==> src/rtl/fnd_scan_ctrl.sv <==
// fnd_scan_ctrl: digit scan scheduler for a 4-digit multiplexed 7-segment display.
// Steps a digit index once per scan slot, drives the active-low commons and the
// mux select, generates the blink timing and the decimal-point drive.
module fnd_scan_ctrl #(
    parameter int SCAN_DIV  = 100000,  // clk cycles per digit slot, >= 2
    parameter int BLINK_DIV = 500      // scan ticks per blink half-period, >= 1
) (
    input  logic       clk,
    input  logic       reset,
    input  logic       en,
    input  logic       blink_en,
    input  logic [3:0] blink_mask,
    input  logic [3:0] dp_mask,
    output logic [2:0] sel,
    output logic [3:0] fnd_com,
    output logic       dp_n,
    output logic       scan_tick,
    output logic       blink_phase
);

    localparam int DW = $clog2(SCAN_DIV);
    localparam int BW = (BLINK_DIV > 1) ? $clog2(BLINK_DIV) : 1;
    localparam logic [DW-1:0] DIV_LAST   = DW'(SCAN_DIV - 1);
    localparam logic [BW-1:0] BLINK_LAST = BW'(BLINK_DIV - 1);
    localparam logic [2:0]    SEL_BLANK  = 3'b100;

    logic [DW-1:0] r_div_cnt;
    logic [1:0]    r_idx;
    logic [BW-1:0] r_blink_cnt;
    logic          r_blink_phase;
    logic          r_scan_tick;
    logic [2:0]    r_sel;
    logic [3:0]    r_fnd_com;
    logic          r_dp_n;

    logic [3:0]    w_digit_hot;
    logic          w_blank;
    logic [2:0]    w_sel_next;
    logic [3:0]    w_fnd_com_next;
    logic          w_dp_n_next;

    // One-hot decode of the current digit index; commons are its inverse.
    generate
        for (genvar gi = 0; gi < 4; gi++) begin : g_digit_hot
            assign w_digit_hot[gi] = (r_idx == 2'(gi));
        end
    endgenerate

    // Slot divider; scan_tick is the registered wrap flag, so it lands one clk
    // after the divider reaches its last count.
    always_ff @(posedge clk or posedge reset) begin
        if (reset) begin
            r_div_cnt   <= '0;
            r_scan_tick <= 1'b0;
        end else begin
            r_scan_tick <= (r_div_cnt == DIV_LAST);
            if (r_div_cnt == DIV_LAST) begin
                r_div_cnt <= '0;
            end else begin
                r_div_cnt <= r_div_cnt + 1'b1;
            end
        end
    end

    // Digit index advances on every scan tick, independent of the display enable.
    always_ff @(posedge clk or posedge reset) begin
        if (reset) begin
            r_idx <= 2'd0;
        end else if (r_scan_tick) begin
            r_idx <= r_idx + 2'd1;
        end
    end

    // Blink timer: counts scan ticks while blinking is enabled and toggles the
    // phase on wrap; disabling blinking restarts the count and shows the digits.
    always_ff @(posedge clk or posedge reset) begin
        if (reset) begin
            r_blink_cnt   <= '0;
            r_blink_phase <= 1'b1;
        end else if (!blink_en) begin
            r_blink_cnt   <= '0;
            r_blink_phase <= 1'b1;
        end else if (r_scan_tick) begin
            if (r_blink_cnt == BLINK_LAST) begin
                r_blink_cnt   <= '0;
                r_blink_phase <= ~r_blink_phase;
            end else begin
                r_blink_cnt <= r_blink_cnt + 1'b1;
            end
        end
    end

    // Next values of the pin-facing outputs from the current index, phase and inputs.
    always_comb begin
        w_blank        = blink_en & ~r_blink_phase & blink_mask[r_idx];
        w_sel_next     = {1'b0, r_idx};
        w_fnd_com_next = ~w_digit_hot;
        w_dp_n_next    = ~(en & ~w_blank & dp_mask[r_idx]);
        if (!en || w_blank) begin
            w_sel_next = SEL_BLANK;
        end
        // Blinking only blanks the mux value; the common stays driven.
        if (!en) begin
            w_fnd_com_next = 4'b1111;
        end
    end

    // Output registers reload every clk so any input change shows one clk later.
    always_ff @(posedge clk or posedge reset) begin
        if (reset) begin
            r_sel     <= SEL_BLANK;
            r_fnd_com <= 4'b1111;
            r_dp_n    <= 1'b1;
        end else begin
            r_sel     <= w_sel_next;
            r_fnd_com <= w_fnd_com_next;
            r_dp_n    <= w_dp_n_next;
        end
    end

    assign sel         = r_sel;
    assign fnd_com     = r_fnd_com;
    assign dp_n        = r_dp_n;
    assign scan_tick   = r_scan_tick;
    assign blink_phase = r_blink_phase;

endmodule

==> config.mk <==
export PLATFORM = sky130hd
export DESIGN_NAME = fnd_scan_ctrl
export DESIGN_NICKNAME = d
export VERILOG_FILES = /design/src/rtl/fnd_scan_ctrl.sv
export SDC_FILE = /design/constraint.sdc
export NUM_CORES = 1
export LEC_CHECK = 0
export CORE_MARGIN = 10
export CORE_UTILIZATION = 49
export CTS_CLUSTER_DIAMETER = 100
export DETAILED_ROUTE_END_ITERATION = 6
export PLACE_DENSITY = 0.74
export SYNTH_ARGS = -nofsm -noshare
export SYNTH_HDL_FRONTEND = slang
export SYNTH_SLANG_ARGS = --single-unit
==> constraint.sdc <==
create_clock -name clk -period 1.35 [get_ports clk]
set_input_delay 0.27 -clock clk [delete_from_list [all_inputs] [get_ports clk]]
set_output_delay 0.27 -clock clk [all_outputs]
set_load 0.02 [all_outputs]
---- After elaboration in Yosys (flattened, before gate mapping) ----
Cells that the tools add are included.
W data, S select, Z words.
storage, ports and cells
  flip-flop bits (word level) ............. 38
  bits of input ports ..................... 12
  output and inout bits ................... 10
  logic and storage cells ................. 44
cells by class
  $add $sub $neg .......................... 3
  $lt $le $gt $ge ......................... 1
  equal/unequal tests ..................... 7
  multiplexer cells ....................... 13
  bitwise logic cells ..................... 8
  reductions and logical operators ........ 4
operator list
  cell                     count
  $mux W9                  3
  $add A17 B1 Y17 const B  1
  $eq A17 B17 Y1 const B   1
  $mux W17                 1
  $add A9 B1 Y9 const B    1
  $eq A9 B9 Y1 const B     1
  $mux W1                  5
  $and A1 B1 Y1            4
  $bmux W1 S2              2
  $eq A2 B2 Y1 const B     2
  $mux W4                  1
  $ne A2 B1 Y1 const B     2
  $not A4 Y4               1
  $lt A2 B3 Y1 const B     1
  $mux W3                  1
  $not A1 Y1               3
  $add A2 B1 Y2 const B    1
  $eq A2 B1 Y1 const B     1
  $logic_not A2 Y1         1
  $reduce_and A2 Y1        1
  $logic_not A1 Y1         1
  $logic_or A1 B1 Y1       1

---- Longest topological paths before layout ----
  word-level depth ........................ 7
  gate-level depth with buffers ........... 6

---- Worst setup path after synthesis ----
OpenSTA, ideal clock, no wires.
  path kind ............................... reg2reg
  from .................................... register r_div_cnt[0]
  to ...................................... register r_div_cnt[15]
  data arrival time ....................... 1.434 ns
  required time ........................... 1.271 ns
  slack ................................... -0.163 ns
  stages on the path, launching flop included .. 7
  buffers on the path ..................... 1
  path through ............................ dfrtp_1 > ha_1 > and4_4 > and4_2 > buf_6 > nand2b_1 > mux2i_1
between the ends
  longest elaborated chain between the ends .. 2
  elaborated cells between the ends (all ways) .. 3
ends and longest elaborated chain
  what                                                      RTL line  text
  start: declaration                                        27        logic [DW-1:0] r_div_cnt;
  start signal: assignment                                  60        r_div_cnt <= r_div_cnt + 1'b1;
  $add A17 B1 Y17 / $eq A17 B17 Y1 (equally long branches)  60, 57
  $mux W17 *                                                57        if (r_div_cnt == DIV_LAST) begin
Every way passes the cells marked *; elsewhere a longest branch is shown, timed or not.
A chain may end at the register's enable or synchronous reset.

---- Worst setup path after layout ----
  from .................................... register r_div_cnt[1]
  to ...................................... register r_div_cnt[16]
The elaborated chain is that of the path after synthesis.

==> results.py <==
metrics = {
    "power": {
        "share_comb_of_total_power": 0.043,
        "p_sw_frac": 0.184,
        "irDropWorstVdd_uv": 569,
        "p_seq_frac": 0.471,
        "power_density_nw_per_um2": 955,
        "switchingPower_uw": 448,
        "leakage_nw": 1.16,
        "p_clk_frac": 0.486,
        "p_int_mw": 1.99,
    },
    "clock_tree": {
        "cts_tree": "done",
        "htree_levels": 2,
        "clk_latency_ns": 0.29,
        "ctsRootBufferMaster": "clkbuf_8",
        "cts_sinks": 38,
        "holdBufCountCts": 0,
        "max-clock-path-buffers": 2,
        "cts_buffers": 5,
        "path_clk_slew_ns": 0.07,
    },
    "routing": {
        "wl_met3_um": 307,
        "ant_nets": 0,
        "drc_errors": 0,
        "detail_route.vias_per_cell": 5.11,
        "drt_iter0_markers": 100,
        "wl_mm": 3.96,
        "routed-wl-met2_mm": 1.96,
        "vias": 1442,
        "first_pass_iters": 4,
        "topRoutingLayerUsed": "met4",
        "drt-met1-wl_mm": 1.64,
        "post_drt_wl_per_cell_um": 14.0,
    },
    "yosys": {
        "synth_flop_cell": "dfrtp_1",
        "synth_commonest_cells": "dfrtp_1 (31), nand2_1 (20), nor2_1 (16), xor2_1 (9)",
        "yosys.cell_count.top_type": "dfrtp_1",
        "synth_area_leader_cell": "dfrtp_1",
        "synth_seq_area_share": 0.519,
        "ys_types": 40,
        "async_flop_share": 1.00,
        "syn-cell-area_um2": 1850,
        "yosysWarnings": 0,
        "syn_area_per_cell_um2": 10.8,
        "ys_top_cells_by_area": "dfrtp_1 (42%), dfstp_2 (9.9%), xor2_1 (4.3%), ha_1 (4.1%), nand2_1 (4.1%)",
        "syn_inst": 172,
        "synth_top_area_share": 0.419,
        "synthesis.nets": 190,
        "ys_ff_latch": 38,
        "synth-edff-count": 0,
    },
    "floorplanning": {
        "rows": 22,
        "core_area_um2": 3660,
        "dieArea_um2": 6630,
        "initial_core_util": 0.505,
        "die_w_um": 81.4,
        "die_y_um": 81.4,
        "io_pins": 22,
    },
    "outcome": {
        "run_status": "finished, final reports clean",
    },
    "worst_setup_path": {
        "worstPathMaxFanout": 3,
        "start_kind": "flip-flop",
        "slowest_delay_ns": 0.36,
        "required_ns": 1.57,
        "worstPathCellList": "ha_2 -> and4_4 -> nand3_4 -> or3_4 -> a21oi_2",
        "r2r_end": "r_div_cnt[16]",
        "end_kind": "flip-flop",
        "path_class": "flip-flop to flip-flop",
        "rr_startpoint": "r_div_cnt[1]",
        "cp.arrival_ns": 1.56,
        "cp_slowest_cell": "dfrtp_1",
        "r2r_setup_slack_ns": 0.009,
        "rr_worst_depth": 5,
    },
    "sta": {
        "finalCriticalPeriod_ns": 1.34,
        "period_share": 0.993,
        "setup-tns-final_ns": 0,
        "relSlewSlack": 0.777,
        "worst_pin_slew_ns": 0.331,
        "rsz0062_at_grt": "true",
        "hold_viol_final": 0,
        "setup_viol": 0,
        "drv_slew": 0,
        "holdWs_ns": 0.337,
        "skew_ns": 0.00650,
        "fin_ws_ns": 0.00906,
        "fmaxAchievable_ghz": 0.746,
    },
    "placed_design": {
        "place_ws_ns": -0.294,
        "hpwlAfterDp_mm": 2.93,
        "dp_cells": 267,
        "place_congestion": 0.833,
        "portBuffers": 21,
    },
    "grt": {
        "grt_use_total": 0.128,
        "grt-ovfl-total": 0,
        "grt_max_degree": 24,
        "antenna_found_initial": 0,
        "grt_pass1_wl_mm": 6.67,
        "grt_pass1_vias": 1490,
    },
    "cells_and_area": {
        "antenna_cells": 0,
        "drive_above_1_share": 0.355,
        "final_cells": 282,
        "area_delta_synth_final_pct": 38.0,
        "fin_nets": 251,
    },
    "min_path": {
        "worstHoldPathType": "input pin to asynchronous set/reset pin",
    },
    "run": {
        "maxCapViolCount": 0,
    },
}
## area by class of cell
| cell class | instances | area [um^2] |
|---|---|---|
| Fill cell | 270 | 1110 |
| Clock buffer | 6 | 82.6 |
| Sequential cell | 38 | 961 |
| Inverter | 8 | 30.0 |
| Timing Repair Buffer | 57 | 462 |
| Tap cell | 48 | 60.1 |
| Clock inverter | 2 | 60.1 |
| Multi-Input combinational cell | 123 | 896 |
## cells in the final DEF, fill, tap and decap left out, drive strengths merged, types with 2 or more instances in the layout
cell type / Yosys / routed
clkdlybuf4s15: 0 / 2
ha: 6 / 6
mux2i: 3 / 3
clkbuf: 2 / 6
nand3: 10 / 10
nor4bb: 2 / 2
xor2: 9 / 9
a21oi: 5 / 5
and4: 4 / 4
nand4: 4 / 4
buf: 1 / 42
dlygate4sd2: 0 / 2
nor2b: 6 / 6
nand2: 20 / 20
inv: 8 / 8
dfstp: 7 / 7
nor3b: 2 / 2
mux4: 2 / 2
nor4b: 2 / 2
o21a: 2 / 2
nor2: 17 / 17
nor3: 3 / 3
and3: 3 / 3
clkdlybuf4s50: 0 / 11
dfrtp: 31 / 31
bufinv: 0 / 2
xnor2: 8 / 8
nor4: 2 / 2
o21ai: 4 / 4
or3: 3 / 3
## kinds of logic after synthesis
group / after synthesis / share of synthesized area
simple gates: 80 / 0.243
xor+xnor: 17 / 0.0805
buf+inv: 11 / 0.0264
flops: 38 / 0.519
compound gates: 15 / 0.0501
fa+ha+maj: 6 / 0.0406
mux: 5 / 0.0406
## metrics by stage
step                      area [um^2]  total power, mW  utilization
final                            2550             2.44        0.697
after CTS                        2540             2.47        0.694
after global routing             2550             2.53        0.697
after detailed placement         2330             1.27        0.638
after floorplan                  1850             1.21            -
after global placement           2330             1.27        0.638
## routing by layer
metal / vias up / track usage
met3: 6 / 0.0448
li1: 711 / -
met1: 691 / 0.144
met4: 0 / 0.0588
met2: 34 / 0.214
met5: - / 0
## critical path, delay by kind of cell (launching register included)
family / cells / cell delay [ns]
simple gates: 3 / 0.63
flops: 1 / 0.36
fa+ha+maj: 1 / 0.18
compound gates: 1 / 0.11
## flip-flops by register name, summed over array words and instances, names as in the netlist
signal	cells
r_idx	2
blink_phase	1
fnd_com	4
r_div_cnt	17
scan_tick	1
dp_n	1
r_blink_cnt	9
sel	3
## power groups by stage
stage	combinational, mW	sequential (mW)	clock [mW]
global placement	0.103	1.17	0
global route	0.116	1.15	1.27
floorplan	0.0305	1.18	0
CTS	0.108	1.15	1.22
detailed placement	0.105	1.17	0
finish	0.105	1.15	1.18
## worst max path at each step
stage | depth (start not counted) | end | start | slack [ns]
3_3_place_gp | 5 | sel[0] | blink_mask[3] | -0.26
2_1_floorplan | 5 | r_div_cnt[16] | r_div_cnt[0] | -0.11
6_report | 5 | r_div_cnt[16] | r_div_cnt[1] | 0.009
5_1_grt | 6 | r_div_cnt[16] | r_div_cnt[1] | -0.05
3_5_place_dp | 5 | sel[1] | blink_mask[0] | -0.29
4_1_cts | 5 | r_div_cnt[16] | r_div_cnt[1] | 0.0007
## what timing repair did
item	CTS	global route
gates resized for setup	31	16
endpoints found under the setup margin	15	26
buffers inserted	5	2
pin swaps	4	1
Power figures use the tool's default switching activity.
